File: config.mk
export PLATFORM = sky130hd
export DESIGN_NAME = decode_regread_unit
export DESIGN_NICKNAME = d
export VERILOG_FILES = /design/src/rtl/decode_regread_unit.sv
export SDC_FILE = /design/constraint.sdc
export NUM_CORES = 2
export LEC_CHECK = 0
export CORE_MARGIN = 3
export CORE_UTILIZATION = 50
export DETAILED_ROUTE_END_ITERATION = 16
export PLACE_DENSITY = 0.79
export SLEW_MARGIN = 25
export SYNTH_ARGS = -nofsm -noshare
export SYNTH_HDL_FRONTEND = slang
export SYNTH_SLANG_ARGS = --single-unit
File: constraint.sdc
create_clock -name CLK -period 7.68 [get_ports CLK]
set_input_delay 2.304 -clock CLK [delete_from_list [all_inputs] [get_ports CLK]]
set_output_delay 2.304 -clock CLK [all_outputs]
set_load 0.01 [all_outputs]
File: src/rtl/decode_regread_unit.sv
// decode_regread_unit
//   Front-end helper for the out-of-order MIPS core. Decodes one MIPS-I
//   instruction into datapath controls, computes its branch/jump target and
//   holds the physical register file. Decode, target and reads are
//   combinational; only register-file writes are clocked.
module decode_regread_unit #(
    parameter int NPREG = 64,
    parameter int XLEN  = 32
) (
    input  logic                     CLK,
    input  logic                     RESET,
    input  logic [31:0]              instr,
    input  logic [31:0]              instr_pc,
    input  logic                     stall,
    input  logic                     wr_en,
    input  logic [$clog2(NPREG)-1:0] wr_preg,
    input  logic [XLEN-1:0]          wr_data,
    input  logic [$clog2(NPREG)-1:0] rd_preg_a,
    input  logic [$clog2(NPREG)-1:0] rd_preg_b,
    input  logic [$clog2(NPREG)-1:0] rd_preg_c,
    output logic [XLEN-1:0]          rd_data_a,
    output logic [XLEN-1:0]          rd_data_b,
    output logic [XLEN-1:0]          rd_data_c,
    output logic                     link,
    output logic                     reg_dest,
    output logic                     jump,
    output logic                     branch,
    output logic                     mem_read,
    output logic                     mem_write,
    output logic                     alu_src,
    output logic                     reg_write,
    output logic                     jump_register,
    output logic                     sign_or_zero,
    output logic                     syscall,
    output logic [5:0]               alu_control,
    output logic [1:0]               mult_reg,
    output logic [31:0]              next_addr,
    output logic [4:0]               rs_field
);

    localparam int PW = $clog2(NPREG);

    // Primary opcodes
    localparam logic [5:0] OP_RTYPE  = 6'h00;
    localparam logic [5:0] OP_REGIMM = 6'h01;
    localparam logic [5:0] OP_J      = 6'h02;
    localparam logic [5:0] OP_JAL    = 6'h03;
    localparam logic [5:0] OP_BEQ    = 6'h04;
    localparam logic [5:0] OP_BNE    = 6'h05;
    localparam logic [5:0] OP_BLEZ   = 6'h06;
    localparam logic [5:0] OP_BGTZ   = 6'h07;
    localparam logic [5:0] OP_ADDI   = 6'h08;
    localparam logic [5:0] OP_ADDIU  = 6'h09;
    localparam logic [5:0] OP_SLTI   = 6'h0A;
    localparam logic [5:0] OP_SLTIU  = 6'h0B;
    localparam logic [5:0] OP_ANDI   = 6'h0C;
    localparam logic [5:0] OP_ORI    = 6'h0D;
    localparam logic [5:0] OP_XORI   = 6'h0E;
    localparam logic [5:0] OP_LUI    = 6'h0F;
    localparam logic [5:0] OP_LB     = 6'h20;
    localparam logic [5:0] OP_LH     = 6'h21;
    localparam logic [5:0] OP_LW     = 6'h23;
    localparam logic [5:0] OP_LBU    = 6'h24;
    localparam logic [5:0] OP_LHU    = 6'h25;
    localparam logic [5:0] OP_SB     = 6'h28;
    localparam logic [5:0] OP_SH     = 6'h29;
    localparam logic [5:0] OP_SW     = 6'h2B;

    // R-type function codes with side effects beyond the ALU
    localparam logic [5:0] FN_JR      = 6'h08;
    localparam logic [5:0] FN_JALR    = 6'h09;
    localparam logic [5:0] FN_SYSCALL = 6'h0C;
    localparam logic [5:0] FN_MFHI    = 6'h10;
    localparam logic [5:0] FN_MTHI    = 6'h11;
    localparam logic [5:0] FN_MFLO    = 6'h12;
    localparam logic [5:0] FN_MTLO    = 6'h13;
    localparam logic [5:0] FN_MULT    = 6'h18;
    localparam logic [5:0] FN_MULTU   = 6'h19;
    localparam logic [5:0] FN_DIV     = 6'h1A;
    localparam logic [5:0] FN_DIVU    = 6'h1B;

    // REGIMM rt selectors that also link
    localparam logic [4:0] RT_BLTZAL = 5'h10;
    localparam logic [4:0] RT_BGEZAL = 5'h11;

    logic [XLEN-1:0] regs_r [NPREG];
    logic [5:0]      op_s;
    logic [5:0]      funct_s;
    logic [4:0]      rt_s;
    logic [31:0]     pc4_s;
    logic [31:0]     br_off_s;

    assign op_s     = instr[31:26];
    assign funct_s  = instr[5:0];
    assign rt_s     = instr[20:16];
    assign rs_field = instr[25:21];

    // Physical register file: async clear, stall-gated write, preg 0 never written
    always_ff @(posedge CLK or negedge RESET) begin
        if (!RESET) begin
            for (int i = 0; i < NPREG; i++) begin
                regs_r[i] <= {XLEN{1'b0}};
            end
        end else if (wr_en && !stall && (wr_preg != {PW{1'b0}})) begin
            regs_r[wr_preg] <= wr_data;
        end
    end

    // Reads have no bypass: a same-cycle write is only seen after the edge
    assign rd_data_a = regs_r[rd_preg_a];
    assign rd_data_b = regs_r[rd_preg_b];
    assign rd_data_c = regs_r[rd_preg_c];

    // Instruction decode: everything defaults to 0 so unknown opcodes are inert
    always_comb begin
        link          = 1'b0;
        reg_dest      = 1'b0;
        jump          = 1'b0;
        branch        = 1'b0;
        mem_read      = 1'b0;
        mem_write     = 1'b0;
        alu_src       = 1'b0;
        reg_write     = 1'b0;
        jump_register = 1'b0;
        sign_or_zero  = 1'b0;
        syscall       = 1'b0;
        alu_control   = 6'h00;
        mult_reg      = 2'b00;
        case (op_s)
            OP_RTYPE: begin
                reg_dest    = 1'b1;
                reg_write   = 1'b1;
                alu_control = funct_s;
                case (funct_s)
                    FN_JR: begin
                        jump          = 1'b1;
                        jump_register = 1'b1;
                        reg_write     = 1'b0;
                    end
                    FN_JALR: begin
                        jump          = 1'b1;
                        jump_register = 1'b1;
                        link          = 1'b1;
                    end
                    FN_SYSCALL: begin
                        syscall   = 1'b1;
                        reg_write = 1'b0;
                    end
                    FN_MFHI, FN_MFLO: begin
                        mult_reg = 2'b01;
                    end
                    FN_MTHI, FN_MTLO, FN_MULT, FN_MULTU, FN_DIV, FN_DIVU: begin
                        mult_reg  = 2'b10;
                        reg_write = 1'b0;
                    end
                    default: begin
                        mult_reg = 2'b00;
                    end
                endcase
            end
            OP_J: begin
                jump = 1'b1;
            end
            OP_JAL: begin
                jump      = 1'b1;
                link      = 1'b1;
                reg_write = 1'b1;
            end
            OP_BEQ, OP_BNE, OP_BLEZ, OP_BGTZ: begin
                branch      = 1'b1;
                alu_control = op_s;
            end
            OP_REGIMM: begin
                branch      = 1'b1;
                alu_control = 6'h01;
                if ((rt_s == RT_BLTZAL) || (rt_s == RT_BGEZAL)) begin
                    link      = 1'b1;
                    reg_write = 1'b1;
                end else begin
                    link      = 1'b0;
                    reg_write = 1'b0;
                end
            end
            OP_ADDI, OP_ADDIU, OP_SLTI, OP_SLTIU, OP_LUI: begin
                alu_src      = 1'b1;
                reg_write    = 1'b1;
                sign_or_zero = 1'b1;
                case (op_s)
                    OP_SLTI:  alu_control = 6'h2A;
                    OP_SLTIU: alu_control = 6'h2B;
                    OP_LUI:   alu_control = 6'h3F;
                    default:  alu_control = 6'h21;
                endcase
            end
            OP_ANDI, OP_ORI, OP_XORI: begin
                // Logical immediates are zero-extended
                alu_src   = 1'b1;
                reg_write = 1'b1;
                case (op_s)
                    OP_ANDI: alu_control = 6'h24;
                    OP_ORI:  alu_control = 6'h25;
                    default: alu_control = 6'h26;
                endcase
            end
            OP_LB, OP_LH, OP_LW, OP_LBU, OP_LHU: begin
                mem_read     = 1'b1;
                reg_write    = 1'b1;
                alu_src      = 1'b1;
                sign_or_zero = 1'b1;
                alu_control  = 6'h21;
            end
            OP_SB, OP_SH, OP_SW: begin
                mem_write    = 1'b1;
                alu_src      = 1'b1;
                sign_or_zero = 1'b1;
                alu_control  = 6'h21;
            end
            default: begin
                alu_control = 6'h00;
            end
        endcase
    end

    assign pc4_s    = instr_pc + 32'd4;
    assign br_off_s = {{14{instr[15]}}, instr[15:0], 2'b00};

    // Target select: register jump, pseudo-direct jump, or PC-relative branch
    always_comb begin
        next_addr = 32'h0000_0000;
        if (jump && jump_register) begin
            next_addr = rd_data_a[31:0];
        end else if (jump) begin
            next_addr = {pc4_s[31:28], instr[25:0], 2'b00};
        end else begin
            next_addr = pc4_s + br_off_s;
        end
    end

endmodule

==> summary.json <==
{
  "clock_network": {
    "clk_transition_reported_paths_ns": 0.06,
    "worstSkewPairLatency_ns": 0.86,
    "numClockSinks": 2048,
    "tritoncts": "yes",
    "ctsRootBufferMaster": "sky130_fd_sc_hd__clkbuf_16",
    "htree_num_levels": 4,
    "num_cts_buffers": 207,
    "clk_path_buf_depth": 3
  },
  "final_layout": {
    "largest_register": "regs_r",
    "top_regs": "regs_r (2048)",
    "finish.instance_area_sq_um": 146600,
    "layout-area-overhead-vs-synth_pct": 15.76,
    "largest_register_ff_count": 2048,
    "finish.cell_count_without_fillers": 11530,
    "drive_above_1_share_pct": 66.01,
    "num-nets-final": 8176
  },
  "grt": {
    "grt_pass1_vias": 88360,
    "globalRouteTotalUtil_pct": 34.24,
    "grt_max_degree": 183,
    "grt_pass1_wl_um": 640000,
    "grt-ovfl-total": 0,
    "antenna_found_initial": 30
  },
  "routing": {
    "vias": 86300,
    "finalWirelength_um": 444400,
    "firstDrtPassIters": 8,
    "route.detailed.vias_per_inst": 7.485,
    "postRouteAntennaNets": 0,
    "detailedRoute.firstIterationViolations": 11990,
    "drc": 0,
    "wl_per_cell_um": 38.55
  },
  "floorplanning": {
    "initial_standard_cell_utilization_of_the_core_pct": 50.35,
    "floorplan.io_pins": 276,
    "floorplan.die.height_um": 509.4,
    "floorplan.die.width_um": 509.4,
    "coreArea_sq_um": 251600,
    "die-area_sq_um": 259400,
    "num_rows": 184
  },
  "placed_design": {
    "hpwl_um": 285300,
    "gp_congestion": 0.9327,
    "post_placement_worst_setup_slack_ns": -1.353,
    "post-place-cells": 11100,
    "placedInstanceArea_sq_um": 138300,
    "buffer_ports.inserted": 275
  },
  "sta": {
    "period_needed_ns": 7.763,
    "slew-limit-headroom_pct": 19.97,
    "maxClockFrequency_mhz": 128.8,
    "hold_viol_final": 0,
    "report.final.slew_viol_count": 0,
    "clock-skew-final_ns": 0,
    "final.setup.tns_ns": -0.08346,
    "finalSetupViolCount": 1,
    "worstMarginPinSlew_ns": 1.198,
    "holdWs_ns": 0.4187,
    "setup_repair_after_global_routing_missed_its_margin": "true",
    "fin_crit_sh_pct": 101.1,
    "setup_ws_ns": -0.08346
  },
  "logic_synthesis": {
    "post_synth_most_frequent_cells": "2048 x sky130_fd_sc_hd__dfrtp_1, 2030 x sky130_fd_sc_hd__mux2_2, 1986 x sky130_fd_sc_hd__mux4_2, 582 x sky130_fd_sc_hd__clkbuf_1, 252 x sky130_fd_sc_hd__buf_1",
    "async_flop_share_pct": 100.0,
    "area_leader_netlist": "sky130_fd_sc_hd__dfrtp_1",
    "yosys.cell_count.top_type": "sky130_fd_sc_hd__dfrtp_1",
    "postSynth.topFlopCell": "sky130_fd_sc_hd__dfrtp_1",
    "synthesis.area_per_instance_sq_um": 16.53,
    "synth_nets": 7825,
    "synth_seq_area_share_pct": 40.45,
    "ys_ff_latch": 2048,
    "post_synthesis_instance_area_sq_um": 126700,
    "synth.distinct_cells": 66,
    "netlist_top_cells_area": "sky130_fd_sc_hd__dfrtp_1 40%, sky130_fd_sc_hd__mux4_2 35%, sky130_fd_sc_hd__mux2_2 18%, sky130_fd_sc_hd__clkbuf_1 1.7%, sky130_fd_sc_hd__buf_1 0.75%",
    "post_synth_edffs": 0,
    "synth-warning-count": 0,
    "synth_top_cell_area_share_pct": 40.45,
    "syn_inst": 7665
  },
  "worst_setup_path": {
    "worst-endpoint-required_ns": 5.38,
    "cp-start-kind": "input port",
    "setup.worst_path.end_class": "output port",
    "critical_path_class": "in -> out",
    "cp_data_arrival_time_ns": 5.46,
    "crit_fanout": 5
  },
  "flow_run": {
    "maxCapViolations": 0
  },
  "worst_hold_path": {
    "hp-class": "reg -> reg"
  },
  "power": {
    "power_per_cell_area_nw_per_um2": 195.2,
    "power.leakage_nw": 63.77,
    "max-vdd-ir-drop_mv": 0.1974
  },
  "status": {
    "result_of_the_run": "finished with violations",
    "failing_checks": "setup timing"
  }
}
per-stage QoR:
stage               utilization, %  total power, mW
floorplan                        -            15.91
finish                       58.28            28.62
global route                 58.27            29.44
CTS                          58.01            28.49
global placement             54.96            17.85
detailed placement           54.97            18.10
cells by family (layout without fill, tap and decap cells):
kind of cell,Yosys count,count (layout),share of synthesized area [%]
and+or+nand+nor,311,311,1.162
AOI/OAI and AO/OA,200,200,0.9827
muxes,4064,4064,53.75
DFF,2048,2048,40.45
adders and majority gates,37,37,0.3694
other,0,10,0
xor gates and xnor gates,47,47,0.3249
buffers and inverters,958,1464,2.960
per-layer routing:
metal | vias to the layer above | GRT usage (%) | routed length, um
met5 | - | 0 | 156
met4 | 30 | 26.49 | 42790
met3 | 1944 | 11.65 | 57230
met2 | 6783 | 51.42 | 202300
met1 | 45670 | 40.75 | 141900
li1 | 31870 | - | -
final timing paths:
check,from,cells past startpoint,endpoint,slack (ns)
max reg2reg,regs_r[1315]$_DFFE_PN0P_,1,regs_r[1315]$_DFFE_PN0P_,6.83
min,regs_r[2029]$_DFFE_PN0P_,0,regs_r[2029]$_DFFE_PN0P_,0.42
min reg2reg,regs_r[2029]$_DFFE_PN0P_,0,regs_r[2029]$_DFFE_PN0P_,0.42
max in group asynchronous,RESET,2,regs_r[1039]$_DFFE_PN0P_,4.52
max,instr_pc[5],18,next_addr[31],-0.08
min in group asynchronous,RESET,1,regs_r[1697]$_DFFE_PN0P_,1.43
layout make-up:
cell class,instances,area (sq um)
multi-input combinational,4659,72730
tap,3348,4189
antenna,10,25.02
clock buffer,295,6097
clock inverter,69,802.0
timing repair buffer,1075,11460
fill,18120,105000
sequential,2048,51250
inverter,25,93.84
what timing repair did:
item,4_1_cts,5_1_grt
setup endpoints to repair,40,33
gates resized for setup,210,89
gates cloned,4,2
hold buffers,0,0
buffers inserted,33,14
pin swaps,50,51
power by group:
group	leakage, nW	internal (mW)	switching (mW)	total (mW)
Combinational	32.5	3.16	2.44	5.60
Sequential	27.9	11.7	0.871	12.5
Clock	3.40	5.99	4.50	10.5
Total	63.8	20.8	7.81	28.6
layout by cell type, fill, tap and decap left out, drive strengths merged, types with 29 or more instances in the layout:
| master | n |
|---|---|
| mux4 | 1986 |
| dfrtp | 2048 |
| ha | 35 |
| mux2i | 32 |
| buf | 866 |
| clkdlybuf4s50 | 162 |
| inv | 29 |
| clkbuf | 305 |
| nor2 | 73 |
| o21ai | 66 |
| nand3 | 32 |
| xnor2 | 38 |
| clkinv | 40 |
| mux2 | 2046 |
| nand2 | 113 |
| a21oi | 45 |
critical path, stage by stage:
cell and delay [ns]:
sky130_fd_sc_hd__buf_6 0.07, sky130_fd_sc_hd__and4_4 0.25, sky130_fd_sc_hd__nand4_1 0.14, sky130_fd_sc_hd__buf_4 0.18, sky130_fd_sc_hd__buf_4 0.13, sky130_fd_sc_hd__nor3_4 0.19
sky130_fd_sc_hd__buf_6 0.15, sky130_fd_sc_hd__nand3_4 0.10, sky130_fd_sc_hd__xnor2_4 0.17, sky130_fd_sc_hd__ha_4 0.29, sky130_fd_sc_hd__and3_4 0.18, sky130_fd_sc_hd__nand3_1 0.10
sky130_fd_sc_hd__a21oi_2 0.22, sky130_fd_sc_hd__nor3_4 0.08, sky130_fd_sc_hd__o21bai_1 0.17, sky130_fd_sc_hd__or4b_4 0.47, sky130_fd_sc_hd__o211ai_1 0.09, sky130_fd_sc_hd__buf_2 0.16
No activity file was read; power rests on OpenSTA's default activity.
